<file path="config.mk">
export PLATFORM = sky130hd
export DESIGN_NAME = load_store_unit_flat
export DESIGN_NICKNAME = d
export VERILOG_FILES = /design/src/rtl/load_store_unit_pkg.sv /design/src/rtl/load_store_unit_if.sv /design/src/rtl/load_store_unit_align.sv /design/src/rtl/load_store_unit.sv /design/src/flat_wrapper.sv
export SDC_FILE = /design/constraint.sdc
export NUM_CORES = 1
export LEC_CHECK = 0
export CORE_MARGIN = 3
export CORE_UTILIZATION = 49
export DETAILED_ROUTE_END_ITERATION = 7
export MAX_ROUTING_LAYER = met4
export PLACE_DENSITY = 0.86
export SETUP_SLACK_MARGIN = 0.05
export SYNTH_ARGS = -nofsm -noshare
export SYNTH_HDL_FRONTEND = slang
export SYNTH_HIERARCHICAL = 1
export SYNTH_SLANG_ARGS = --single-unit
</file>
<file path="constraint.sdc">
create_clock -name clk -period 3.3 [get_ports clk]
set_input_delay 0.99 -clock clk [delete_from_list [all_inputs] [get_ports clk]]
set_output_delay 0.99 -clock clk [all_outputs]
set_load 0.05 [all_outputs]
</file>
<file path="src/rtl/load_store_unit_pkg.sv">
// Shared RV32I memory-stage definitions: funct3 codes, error codes and LSU states.
package rv32_mem_pkg;

    localparam logic [2:0] F3_B  = 3'b000;
    localparam logic [2:0] F3_H  = 3'b001;
    localparam logic [2:0] F3_W  = 3'b010;
    localparam logic [2:0] F3_BU = 3'b100;
    localparam logic [2:0] F3_HU = 3'b101;

    typedef enum logic [1:0] {
        ERR_NONE     = 2'd0,
        ERR_MISALIGN = 2'd1,
        ERR_ILLEGAL  = 2'd2,
        ERR_BUS      = 2'd3
    } lsu_err_e;

    typedef enum logic [1:0] {
        IDLE = 2'd0,
        REQ  = 2'd1,
        WAIT = 2'd2,
        RESP = 2'd3
    } lsu_state_e;

endpackage

</file>
<file path="src/rtl/load_store_unit_if.sv">
// Data-memory port: single-outstanding request/grant plus read-data response.
interface load_store_unit_if #(
    parameter int ADDR_WIDTH = 32,
    parameter int DATA_WIDTH = 32
);
    logic                  mem_req;
    logic                  mem_gnt;
    logic                  mem_we;
    logic [ADDR_WIDTH-1:0] mem_addr;
    logic [DATA_WIDTH-1:0] mem_wdata;
    logic [3:0]            mem_wstrb;
    logic                  mem_rvalid;
    logic [DATA_WIDTH-1:0] mem_rdata;

    modport master (
        output mem_req, mem_we, mem_addr, mem_wdata, mem_wstrb,
        input  mem_gnt, mem_rvalid, mem_rdata
    );

    modport slave (
        input  mem_req, mem_we, mem_addr, mem_wdata, mem_wstrb,
        output mem_gnt, mem_rvalid, mem_rdata
    );
endinterface

</file>
<file path="src/rtl/load_store_unit_align.sv">
// Combinational datapath of the LSU: accept-time legality checks, store lane
// replication/strobes, and load byte extraction with sign/zero extension.
module lsu_align
    import rv32_mem_pkg::*;
(
    input  logic [2:0]  funct3_i,
    input  logic [1:0]  off_i,
    input  logic        load_i,
    input  logic        store_i,
    input  logic [31:0] wdata_i,
    output lsu_err_e    err_o,
    output logic [31:0] st_wdata_o,
    output logic [3:0]  st_wstrb_o,
    input  logic [2:0]  ld_funct3_i,
    input  logic [1:0]  ld_off_i,
    input  logic [31:0] rdata_i,
    output logic [31:0] ld_data_o
);
    logic        illegal_s;
    logic        misalign_s;
    logic [31:0] sh_s;

    // Legality and alignment of the incoming op; illegal outranks misaligned.
    always_comb begin
        illegal_s  = 1'b0;
        misalign_s = 1'b0;
        if (load_i && store_i) begin
            illegal_s = 1'b1;
        end else if (load_i) begin
            case (funct3_i)
                F3_B, F3_H, F3_W, F3_BU, F3_HU: illegal_s = 1'b0;
                default:                        illegal_s = 1'b1;
            endcase
        end else if (store_i) begin
            case (funct3_i)
                F3_B, F3_H, F3_W: illegal_s = 1'b0;
                default:          illegal_s = 1'b1;
            endcase
        end else begin
            illegal_s = 1'b0;
        end
        case (funct3_i)
            F3_H, F3_HU: misalign_s = off_i[0];
            F3_W:        misalign_s = (off_i != 2'b00);
            default:     misalign_s = 1'b0;
        endcase
        if (illegal_s) begin
            err_o = ERR_ILLEGAL;
        end else if (misalign_s) begin
            err_o = ERR_MISALIGN;
        end else begin
            err_o = ERR_NONE;
        end
    end

    // Store data is replicated across lanes so the strobes alone pick the bytes.
    always_comb begin
        case (funct3_i)
            F3_B: begin
                st_wdata_o = {4{wdata_i[7:0]}};
                st_wstrb_o = 4'b0001 << off_i;
            end
            F3_H: begin
                st_wdata_o = {2{wdata_i[15:0]}};
                st_wstrb_o = 4'b0011 << off_i;
            end
            default: begin
                st_wdata_o = wdata_i;
                st_wstrb_o = 4'hF;
            end
        endcase
    end

    assign sh_s = rdata_i >> {ld_off_i, 3'b000};

    // Load extension uses the latched funct3/offset of the op in flight.
    always_comb begin
        case (ld_funct3_i)
            F3_B:    ld_data_o = {{24{sh_s[7]}}, sh_s[7:0]};
            F3_H:    ld_data_o = {{16{sh_s[15]}}, sh_s[15:0]};
            F3_BU:   ld_data_o = {24'd0, sh_s[7:0]};
            F3_HU:   ld_data_o = {16'd0, sh_s[15:0]};
            default: ld_data_o = sh_s;
        endcase
    end
endmodule

</file>
<file path="src/rtl/load_store_unit.sv">
// RV32I memory stage: accepts one load/store from EX, runs it on the data-memory
// port with a timeout, and returns a single-cycle write-back completion.
module load_store_unit
    import rv32_mem_pkg::*;
#(
    parameter int ADDR_WIDTH     = 32,
    parameter int DATA_WIDTH     = 32,
    parameter int TIMEOUT_CYCLES = 255
) (
    input  logic                  clk,
    input  logic                  rst_n,
    input  logic                  ex_valid_i,
    output logic                  ex_ready_o,
    input  logic                  ex_load_i,
    input  logic                  ex_store_i,
    input  logic [2:0]            ex_funct3_i,
    input  logic [ADDR_WIDTH-1:0] ex_addr_i,
    input  logic [DATA_WIDTH-1:0] ex_wdata_i,
    input  logic [4:0]            ex_rd_i,
    load_store_unit_if.master     mem,
    output logic                  wb_valid_o,
    output logic                  wb_we_o,
    output logic [4:0]            wb_rd_o,
    output logic [DATA_WIDTH-1:0] wb_data_o,
    output logic [1:0]            wb_err_o
);
    localparam logic [7:0] TO_LIMIT = 8'(TIMEOUT_CYCLES - 1);

    lsu_state_e            state_q;
    logic [7:0]            cnt_q;
    logic                  ex_ready_q;
    logic                  is_load_q;
    logic [2:0]            funct3_q;
    logic [1:0]            off_q;
    logic                  mem_req_q;
    logic                  mem_we_q;
    logic [ADDR_WIDTH-1:0] mem_addr_q;
    logic [DATA_WIDTH-1:0] mem_wdata_q;
    logic [3:0]            mem_wstrb_q;
    logic                  wb_valid_q;
    logic                  wb_we_q;
    logic [4:0]            wb_rd_q;
    logic [DATA_WIDTH-1:0] wb_data_q;
    lsu_err_e              wb_err_q;

    lsu_err_e              chk_err_s;
    logic [31:0]           st_wdata_s;
    logic [3:0]            st_wstrb_s;
    logic [31:0]           ld_data_s;
    logic                  accept_s;

    assign accept_s = ex_valid_i & ex_ready_q & (ex_load_i | ex_store_i);

    lsu_align u_align (
        .funct3_i    (ex_funct3_i),
        .off_i       (ex_addr_i[1:0]),
        .load_i      (ex_load_i),
        .store_i     (ex_store_i),
        .wdata_i     (ex_wdata_i),
        .err_o       (chk_err_s),
        .st_wdata_o  (st_wdata_s),
        .st_wstrb_o  (st_wstrb_s),
        .ld_funct3_i (funct3_q),
        .ld_off_i    (off_q),
        .rdata_i     (mem.mem_rdata),
        .ld_data_o   (ld_data_s)
    );

    // Transaction FSM with its timeout counter and all registered outputs.
    always_ff @(posedge clk or negedge rst_n) begin
        if (!rst_n) begin
            state_q     <= IDLE;
            cnt_q       <= 8'd0;
            ex_ready_q  <= 1'b1;
            is_load_q   <= 1'b0;
            funct3_q    <= 3'd0;
            off_q       <= 2'd0;
            mem_req_q   <= 1'b0;
            mem_we_q    <= 1'b0;
            mem_addr_q  <= '0;
            mem_wdata_q <= '0;
            mem_wstrb_q <= 4'd0;
            wb_valid_q  <= 1'b0;
            wb_we_q     <= 1'b0;
            wb_rd_q     <= 5'd0;
            wb_data_q   <= '0;
            wb_err_q    <= ERR_NONE;
        end else begin
            case (state_q)
                IDLE: begin
                    if (accept_s) begin
                        ex_ready_q <= 1'b0;
                        is_load_q  <= ex_load_i;
                        funct3_q   <= ex_funct3_i;
                        off_q      <= ex_addr_i[1:0];
                        wb_rd_q    <= ex_rd_i;
                        wb_data_q  <= '0;
                        wb_err_q   <= chk_err_s;
                        if (chk_err_s != ERR_NONE) begin
                            state_q    <= RESP;
                            wb_valid_q <= 1'b1;
                            wb_we_q    <= 1'b0;
                        end else begin
                            state_q     <= REQ;
                            cnt_q       <= 8'd0;
                            mem_req_q   <= 1'b1;
                            mem_we_q    <= ex_store_i;
                            mem_addr_q  <= {ex_addr_i[ADDR_WIDTH-1:2], 2'b00};
                            mem_wdata_q <= ex_store_i ? st_wdata_s : 32'd0;
                            mem_wstrb_q <= ex_store_i ? st_wstrb_s : 4'd0;
                        end
                    end
                end
                REQ: begin
                    if (mem.mem_gnt) begin
                        mem_req_q <= 1'b0;
                        cnt_q     <= 8'd0;
                        if (is_load_q) begin
                            state_q <= WAIT;
                        end else begin
                            state_q    <= RESP;
                            wb_valid_q <= 1'b1;
                            wb_we_q    <= 1'b0;
                        end
                    end else if (cnt_q == TO_LIMIT) begin
                        mem_req_q  <= 1'b0;
                        state_q    <= RESP;
                        wb_valid_q <= 1'b1;
                        wb_we_q    <= 1'b0;
                        wb_err_q   <= ERR_BUS;
                    end else begin
                        cnt_q <= cnt_q + 8'd1;
                    end
                end
                WAIT: begin
                    // A response arriving on the limit cycle still completes normally.
                    if (mem.mem_rvalid) begin
                        wb_data_q  <= ld_data_s;
                        state_q    <= RESP;
                        wb_valid_q <= 1'b1;
                        wb_we_q    <= 1'b1;
                    end else if (cnt_q == TO_LIMIT) begin
                        wb_data_q  <= '0;
                        state_q    <= RESP;
                        wb_valid_q <= 1'b1;
                        wb_we_q    <= 1'b0;
                        wb_err_q   <= ERR_BUS;
                    end else begin
                        cnt_q <= cnt_q + 8'd1;
                    end
                end
                RESP: begin
                    wb_valid_q <= 1'b0;
                    wb_we_q    <= 1'b0;
                    ex_ready_q <= 1'b1;
                    state_q    <= IDLE;
                end
                default: begin
                    state_q    <= IDLE;
                    mem_req_q  <= 1'b0;
                    wb_valid_q <= 1'b0;
                    wb_we_q    <= 1'b0;
                    ex_ready_q <= 1'b1;
                end
            endcase
        end
    end

    assign ex_ready_o    = ex_ready_q;
    assign mem.mem_req   = mem_req_q;
    assign mem.mem_we    = mem_we_q;
    assign mem.mem_addr  = mem_addr_q;
    assign mem.mem_wdata = mem_wdata_q;
    assign mem.mem_wstrb = mem_wstrb_q;
    assign wb_valid_o    = wb_valid_q;
    assign wb_we_o       = wb_we_q;
    assign wb_rd_o       = wb_rd_q;
    assign wb_data_o     = wb_data_q;
    assign wb_err_o      = wb_err_q;
endmodule

</file>
<file path="src/flat_wrapper.sv">
// flat-port wrapper written by rule: the top's interface ports become plain ports
module load_store_unit_flat import rv32_mem_pkg::*;
#(
    parameter int ADDR_WIDTH     = 32,
    parameter int DATA_WIDTH     = 32,
    parameter int TIMEOUT_CYCLES = 255
)
  (clk, rst_n, ex_valid_i, ex_ready_o, ex_load_i, ex_store_i, ex_funct3_i, ex_addr_i, ex_wdata_i, ex_rd_i, wb_valid_o, wb_we_o, wb_rd_o, wb_data_o, wb_err_o, mem_mem_req, mem_mem_we, mem_mem_addr, mem_mem_wdata, mem_mem_wstrb, mem_mem_gnt, mem_mem_rvalid, mem_mem_rdata);
  load_store_unit_if #(.ADDR_WIDTH(ADDR_WIDTH), .DATA_WIDTH(DATA_WIDTH)) mem_i ();
  input  logic clk;
  input  logic rst_n;
  input  logic ex_valid_i;
  output logic ex_ready_o;
  input  logic ex_load_i;
  input  logic ex_store_i;
  input  logic [2:0] ex_funct3_i;
  input  logic [ADDR_WIDTH-1:0] ex_addr_i;
  input  logic [DATA_WIDTH-1:0] ex_wdata_i;
  input  logic [4:0] ex_rd_i;
  output logic wb_valid_o;
  output logic wb_we_o;
  output logic [4:0] wb_rd_o;
  output logic [DATA_WIDTH-1:0] wb_data_o;
  output logic [1:0] wb_err_o;
  output wire logic [$bits(mem_i.mem_req)-1:0] mem_mem_req;
  output wire logic [$bits(mem_i.mem_we)-1:0] mem_mem_we;
  output wire logic [$bits(mem_i.mem_addr)-1:0] mem_mem_addr;
  output wire logic [$bits(mem_i.mem_wdata)-1:0] mem_mem_wdata;
  output wire logic [$bits(mem_i.mem_wstrb)-1:0] mem_mem_wstrb;
  input wire logic [$bits(mem_i.mem_gnt)-1:0] mem_mem_gnt;
  input wire logic [$bits(mem_i.mem_rvalid)-1:0] mem_mem_rvalid;
  input wire logic [$bits(mem_i.mem_rdata)-1:0] mem_mem_rdata;
  assign mem_mem_req = mem_i.mem_req;
  assign mem_mem_we = mem_i.mem_we;
  assign mem_mem_addr = mem_i.mem_addr;
  assign mem_mem_wdata = mem_i.mem_wdata;
  assign mem_mem_wstrb = mem_i.mem_wstrb;
  assign mem_i.mem_gnt = mem_mem_gnt;
  assign mem_i.mem_rvalid = mem_mem_rvalid;
  assign mem_i.mem_rdata = mem_mem_rdata;
  load_store_unit #(.ADDR_WIDTH(ADDR_WIDTH), .DATA_WIDTH(DATA_WIDTH), .TIMEOUT_CYCLES(TIMEOUT_CYCLES)) u_core (.clk(clk), .rst_n(rst_n), .ex_valid_i(ex_valid_i), .ex_ready_o(ex_ready_o), .ex_load_i(ex_load_i), .ex_store_i(ex_store_i), .ex_funct3_i(ex_funct3_i), .ex_addr_i(ex_addr_i), .ex_wdata_i(ex_wdata_i), .ex_rd_i(ex_rd_i), .mem(mem_i), .wb_valid_o(wb_valid_o), .wb_we_o(wb_we_o), .wb_rd_o(wb_rd_o), .wb_data_o(wb_data_o), .wb_err_o(wb_err_o));
endmodule
</file>
==> results of run 1 <==
==> layer usage <==
layer  global-route usage [%]  up-vias  part of all wire (%)
met5                        -        -                     0
met4                     7.65        0                   1.5
met3                     5.33       26                   6.1
met2                     44.0      214                    52
met1                     32.4     2751                    40
li1                         -     2597                     -
==> power groups by stage <==
stage | combinational (W) | clock (W) | sequential, W
final | 0.00581 | 0.00174 | 0.00269
after global routing | 0.00610 | 0.00184 | 0.00278
after CTS | 0.00582 | 0.00177 | 0.00269
after detailed placement | 0.00578 | 0 | 0.00270
after global placement | 0.00565 | 0 | 0.00266
after floorplan | 0.00188 | 0 | 0.00467
==> Yosys cell counts (all sizes together) (3+ instances only) <==
cell | n | share of area (%)
mux2i | 29 | 4.5
a21oi | 31 | 2.4
nand2 | 97 | 5.7
inv | 7 | 0.41
and3 | 3 | 0.29
nor3 | 5 | 0.47
nor2 | 32 | 1.9
a22o | 33 | 4.5
nand3 | 3 | 0.23
nand2b | 3 | 0.41
mux2 | 59 | 11
a41oi | 4 | 0.54
a211oi | 16 | 1.9
ha | 6 | 1.2
and2 | 4 | 0.39
o21ai | 59 | 4.7
clkbuf | 23 | 1.3
nor2b | 11 | 1.1
o211ai | 3 | 0.43
a221oi | 3 | 0.41
buf | 30 | 3.3
dfrtp | 125 | 49
==> state kept, by name (all words and copies together) (netlist names), 2 cells and up <==
register,cells
u_core/cnt_q,8
u_core/funct3_q,3
u_core/mem.mem_addr,30
u_core/mem.mem_wdata,32
u_core/mem.mem_wstrb,4
u_core/off_q,2
u_core/state_q,2
u_core/wb_data_o,32
u_core/wb_err_o,2
u_core/wb_rd_o,5
==> through the flow <==
stage | util [%] | TNS (ns) | instances | worst slack (ns) | hold slack [ns]
global route | 73.5 | 0 | 1008 | 0.204 | 0.502
finish | 73.5 | 0 | 1008 | 0.337 | 0.479
detailed placement | 69.1 | -0.141 | 976 | -0.0481 | 0.472
CTS | 73.5 | 0 | 1008 | 0.382 | 0.484
global placement | 69.1 | 0 | 976 | 0.0716 | 0.463
floorplan | - | 0 | 614 | 0.486 | 0.481
==> area by class of cell <==
class	count	area, sq um
tap	172	215
clock inverter	6	57.6
fill	922	3370
timing repair buffer	243	2420
sequential	126	3150
multi-input combinational	428	2980
inverter	7	26.3
clock buffer	26	499
==> worst min path at each step <==
stage | start | cells past startpoint | slack [ns] | end
2_1_floorplan | u_core/off_q[1] | 1 | 0.48 | u_core/off_q[1]
3_3_place_gp | u_core/mem.mem_wdata[1] | 2 | 0.46 | u_core/mem.mem_wdata[1]
3_5_place_dp | u_core/mem.mem_wdata[15] | 2 | 0.47 | u_core/mem.mem_wdata[15]
4_1_cts | u_core/mem.mem_wdata[15] | 2 | 0.48 | u_core/mem.mem_wdata[15]
5_1_grt | u_core/mem.mem_wdata[15] | 2 | 0.50 | u_core/mem.mem_wdata[15]
6_report | u_core/mem.mem_wstrb[0] | 2 | 0.48 | u_core/mem.mem_wstrb[0]
==> kinds of logic after synthesis <==
logic type,count (synthesis),share of synthesized area [%]
and+or+nand+nor,166,11.3
other,1,0.0582
muxes,88,15.8
adders and majority gates,6,1.17
DFF,126,49.0
buffers and inverters,60,5.05
AOI/OAI and AO/OA,166,17.6
==> tightest hold or removal path: stages (launching register included) <==
cell and delay [ns]:
dfrtp_1 0.34, nand2_1 0.04, o21ai_0 0.06
==> metrics.txt, run 1 <==
Worst setup startpoint=ex_store_i; Setup violations, final=0; PortBufs=220; sequential area share after synthesis=49.0%; CP Depth=9; H-tree depth=4; Tot GR Track Use=26.2%; most frequent cells in the layout=clkdlybuf4s50_1 (219), dfrtp_1 (125), nand2_1 (97); ratio of cells with drive above 1 in the final layout=14.8%; worst skew pair latency=0.41 ns; #FFs+latches synth=126; CP cell instances=clkdlybuf4s50_1, o21ai_0, a221oi_1, a21oi_1, o21a_1, a2111oi_4, buf_4, a41oi_1, a21oi_1; first-pass GRT wire length=29600 microns; Worst Tran Pin Value=0.905 ns; I/O Pins=223; Buf/Inv on CP=2; total CTS buffers=17; vias in the first global route=5629; final hold violation count=0; hold buffers post-CTS=0; syn_area_per_cell=10.5 sq um; clock power share=17.0%; CTS tree=yes; ant diodes=0; Critical R2R Capture=u_core/mem.mem_req; P&R area growth vs syn=45.2%; Routed WL=18600 microns; DRT Pass-1 Iters=5; global route total overflow=0; vias per inst=5.54; CP max stage delay=0.54 ns; core area=12700 sq um; worst vdd ir=0.000720 V; Routed Antenna Nets=0; Clock Skew=0.0110 ns; most frequent CP cell=a21oi_1; wire per inst=18.5 microns; Reg clk slew, reported paths=0.05 ns; drt initial violations=490; critical path class=primary input to flip-flop; status=complete, no violations; Top delay family on crit path=compound AO/OA/AOI/OAI gates; Synth cell types=50; Worst slew margin=39.7%; worst-path maximum fanout=12; clk sinks=126; largest net degree at the start of global routing=53; Initial Utilization=50.6%; vias post-DR=5588; Comb pwr share=56.8%; die area=14600 sq um; final worst path period share=89.8%; worst r2r src=u_core/state_q[1]; Yosys warning count=6; CTS Root Cell=clkbuf_16; Synth Flop Type=dfrtp_1; deepest clock path buffer count=2; leakage power=4.14 nW; Nets=940; RSZ-0062 raised after global routing=false; Post-synth EDFFs=0; dpl cell area=8790 sq um; Power Density=1090 nW/um^2; min Tclk post-route=2.96 ns; Cells after Synth=613; Die X=121 microns; Post-Syn Area=6440 sq um; net switching power=0.00479 W; fmax=337 MHz; Max Cap Violations=0; Async S/R FF share, synth=100%; Die Y=121 microns; final instance area=9350 sq um; length in cells of the worst reg-to-reg path=7; Hold WC Path Type=flip-flop to flip-flop; hpwl dp=13900 microns; Slowest-stage cell, CP=clkdlybuf4s50_1; initial antenna violation count=0; P_int=0.00545 W; most common cell after layout, fill and taps aside=clkdlybuf4s50_1; drt drc=0; RePlAce Congestion=0.950; Critical Path End=u_core/cnt_q[6]; setup slack, reg-to-reg=0.91 ns; Post-CTS Setup Bufs=0; Final Max Tran Viols=0; Worst Path Arrival=3.29 ns; row cnt=41; Worst Path Required=3.63 ns; total power=0.0102 W; sequential power share=26.3%; number of gates resized after cts=0; Sw Ratio=46.8%; Crit. End Element=flip-flop; Critical Path Source Type=primary input
No activity file was read; power rests on OpenSTA's default activity.
==> run 2, diff against run 1 <==
--- a/config.mk
+++ b/config.mk
@@ -8,6 +8,7 @@
 export CORE_MARGIN = 3
 export CORE_UTILIZATION = 49
 export DETAILED_ROUTE_END_ITERATION = 7
+export GPL_TIMING_DRIVEN = 0
 export MAX_ROUTING_LAYER = met4
 export PLACE_DENSITY = 0.86
 export SETUP_SLACK_MARGIN = 0.05
==> run 2 against run 1 <==
  * Sequential power down 2%
  * Critical path depth unchanged
  * Clock-buffer cell count down 8
  * Non-clock buffer count up 32
  * Sequential share of layout area down 0.79 points
  * Die area unchanged
  * Design area up 2.4%
  * Maximum frequency down 6.4%
  * Flip-flop and latch count unchanged
  * Largest power group unchanged
==> metrics.txt, run 2 (synthesis gave the netlist of run 1 again) <==
ant diodes=0 (unchanged); I/O Pins=223 (unchanged); RePlAce Congestion=0.952 (+0.29%); Critical Path Source Type=primary input; deepest clock path buffer count=2 (unchanged); Multi-input gate area=2980 sq um (+0.13%); Hold WC Path Type=flip-flop to flip-flop; dpl cell area=8890 sq um (+1.1%); GR Util met2=45.6% (+1.6 points); worst vdd ir=0.000862 V (+20%); Worst Path Required=3.59 ns (-0.04 ns); Routed WL=19700 microns (+5.6%); Worst Tran Pin Value=0.698 ns (-0.207 ns); worst skew pair latency=0.41 ns (about the same); ratio of cells with drive above 1 in the final layout=16.4% (+1.5 points); first-pass GRT wire length=30800 microns (+4.3%); drt drc=0 (unchanged); Initial Utilization=50.6% (unchanged); Worst Path Arrival=3.46 ns (+0.17 ns); CTS tree=yes; vias per inst=5.55 (+0.15%); Final Max Tran Viols=0 (unchanged); storage element area=3150 sq um (unchanged); hold path startpoint=u_core/mem.mem_wstrb[2]; Nets=972 (+3.4%); PortBufs=220 (unchanged); Reg clk slew, reported paths=0.06 ns (about the same); Tot GR Track Use=27.7% (+1.5 points); hold_ws=0.477 ns (-0.00258 ns); most common cell after layout, fill and taps aside=clkdlybuf4s50_1; leakage power=4.23 nW (+2.2%); global route total overflow=0 (unchanged); sink of the worst hold path=u_core/mem.mem_wstrb[2]; initial antenna violation count=0 (unchanged); DRT Pass-1 Iters=5 (unchanged); vias post-DR=5774 (+3.3%); final instance area=9570 sq um (+2.4%); die area=14600 sq um (unchanged); met1 Usage GRT=34.1% (+1.7 points); post-layout util=75.3% (+1.8 points); most frequent cells in the layout=clkdlybuf4s50_1 (219), dfrtp_1 (125), nand2_1 (97); final hold violation count=0 (unchanged); H-tree depth=4 (unchanged); status=complete, no violations; vias in the first global route=5911 (+5.0%); total CTS buffers=17 (unchanged); RSZ-0062 raised after global routing=false; Critical R2R Capture=u_core/mem.mem_addr[23]; met3 global-route usage=5.43% (+0.094 points); Fillers=905 (-1.8%); Final TNS setup=0 ns (unchanged); drt initial violations=480 (-2.0%); hpwl dp=14600 microns (+5.0%); Die X=121 microns (unchanged); GRT busiest layer=met2; Clock Skew=0.00763 ns (-0.00333 ns); Max Cap Violations=0 (unchanged); min Tclk post-route=3.16 ns (+0.201 ns); Setup violations, final=0 (unchanged); Die Y=121 microns (unchanged); core area=12700 sq um (unchanged); Worst slew margin=53.0% (+13 points); largest net degree at the start of global routing=82 (+55%); row cnt=41 (unchanged); Power Density=1110 nW/um^2 (+1.9%); final worst path period share=95.9% (+6.1 points); worst r2r src=u_core/state_q[1]; length in cells of the worst reg-to-reg path=8 (+1); Hold Crit Depth=2 (unchanged); clk sinks=126 (unchanged); Routed Antenna Nets=0 (unchanged); Crit. End Element=flip-flop; wire per inst=18.9 microns (+2.3%); critical path class=primary input to flip-flop; P&R area growth vs syn=48.7%; setup slack, reg-to-reg=0.90 ns (about the same); worst-path maximum fanout=10 (-2); fmax=316 MHz (-6.4%); CTS Root Cell=clkbuf_16
-- run 2: changes by cell type in the layout (fill, tap and decap cells not counted), moves of 6 or more --
cell / delta
buf_4: -6
clkbuf_1: +14
buf_2: +10
buf_6: +6
-- run 2: worst max-delay path by stage --
stage / from / endpoint / slack [ns] / depth (start not counted)
2_1_floorplan: ex_funct3_i[0] / u_core/mem.mem_addr[14] / 0.49 / 9
6_report: ex_funct3_i[2] / u_core/mem.mem_addr[23] / 0.14 / 9
3_5_place_dp: ex_funct3_i[0] / u_core/mem.mem_wdata[18] / -0.39 / 11
3_3_place_gp: rst_n / u_core/wb_rd_o[0] / -3.38 / 1
5_1_grt: ex_funct3_i[2] / u_core/mem.mem_addr[23] / 0.06 / 9
4_1_cts: ex_funct3_i[0] / u_core/mem.mem_wdata[28] / 0.06 / 10
-- run 2: metal layers --
layer | part of all wire, % | up-vias | wire length, microns
li1 | - | 2669 | -
met1 | 41 | 2821 | 8150
met2 | 50 | 239 | 9930
met3 | 5.7 | 45 | 1130
met4 | 2.4 | 0 | 472
met5 | 0 | - | 0
-- run 2: what timing repair did --
action / in CTS / in global routing
cloned: 0 / 0
pin swaps: 0 / 1
gates resized for setup: 1 / 10
setup endpoints to repair: 4 / 72
hold endpoints to repair: 0 / 0
hold buffers: 0 / 0
buffers inserted: 0 / 1
-- run 2: worst max-delay path, cell delays in order --
cell	delay, ns
clkdlybuf4s50_1	0.61
o21ai_0	0.17
a221oi_2	0.37
a21oi_2	0.11
or3_1	0.38
buf_2	0.18
buf_6	0.16
buf_6	0.16
mux2_4	0.31
-- run 2: through the flow --
stage | setup slack [ns] | cells | power, W
finish | 0.135 | 1040 | 0.0107
global route | 0.0631 | 1040 | 0.0112
detailed placement | -0.386 | 1007 | 0.00855
global placement | -3.38 | 1006 | 0.00840
CTS | 0.0587 | 1039 | 0.0107
floorplan | 0.486 | 614 | 0.00655
-- run 2: final cells by class --
type | instances | share of cell area (%)
plain buffers | 53 | 3.20
repair buffers | 222 | 23.4
flip-flops and latches | 126 | 32.9
multi-input cells | 428 | 31.1
clock inverters | 14 | 2.25
clock buffers | 18 | 4.59
well taps | 172 | 2.25
inverters | 7 | 0.274
-- run 2: where the power goes --
group	internal [W]	switching, W
registers	0.00221	0.000423
clock network	0.00136	0.000696
logic	0.00218	0.00381
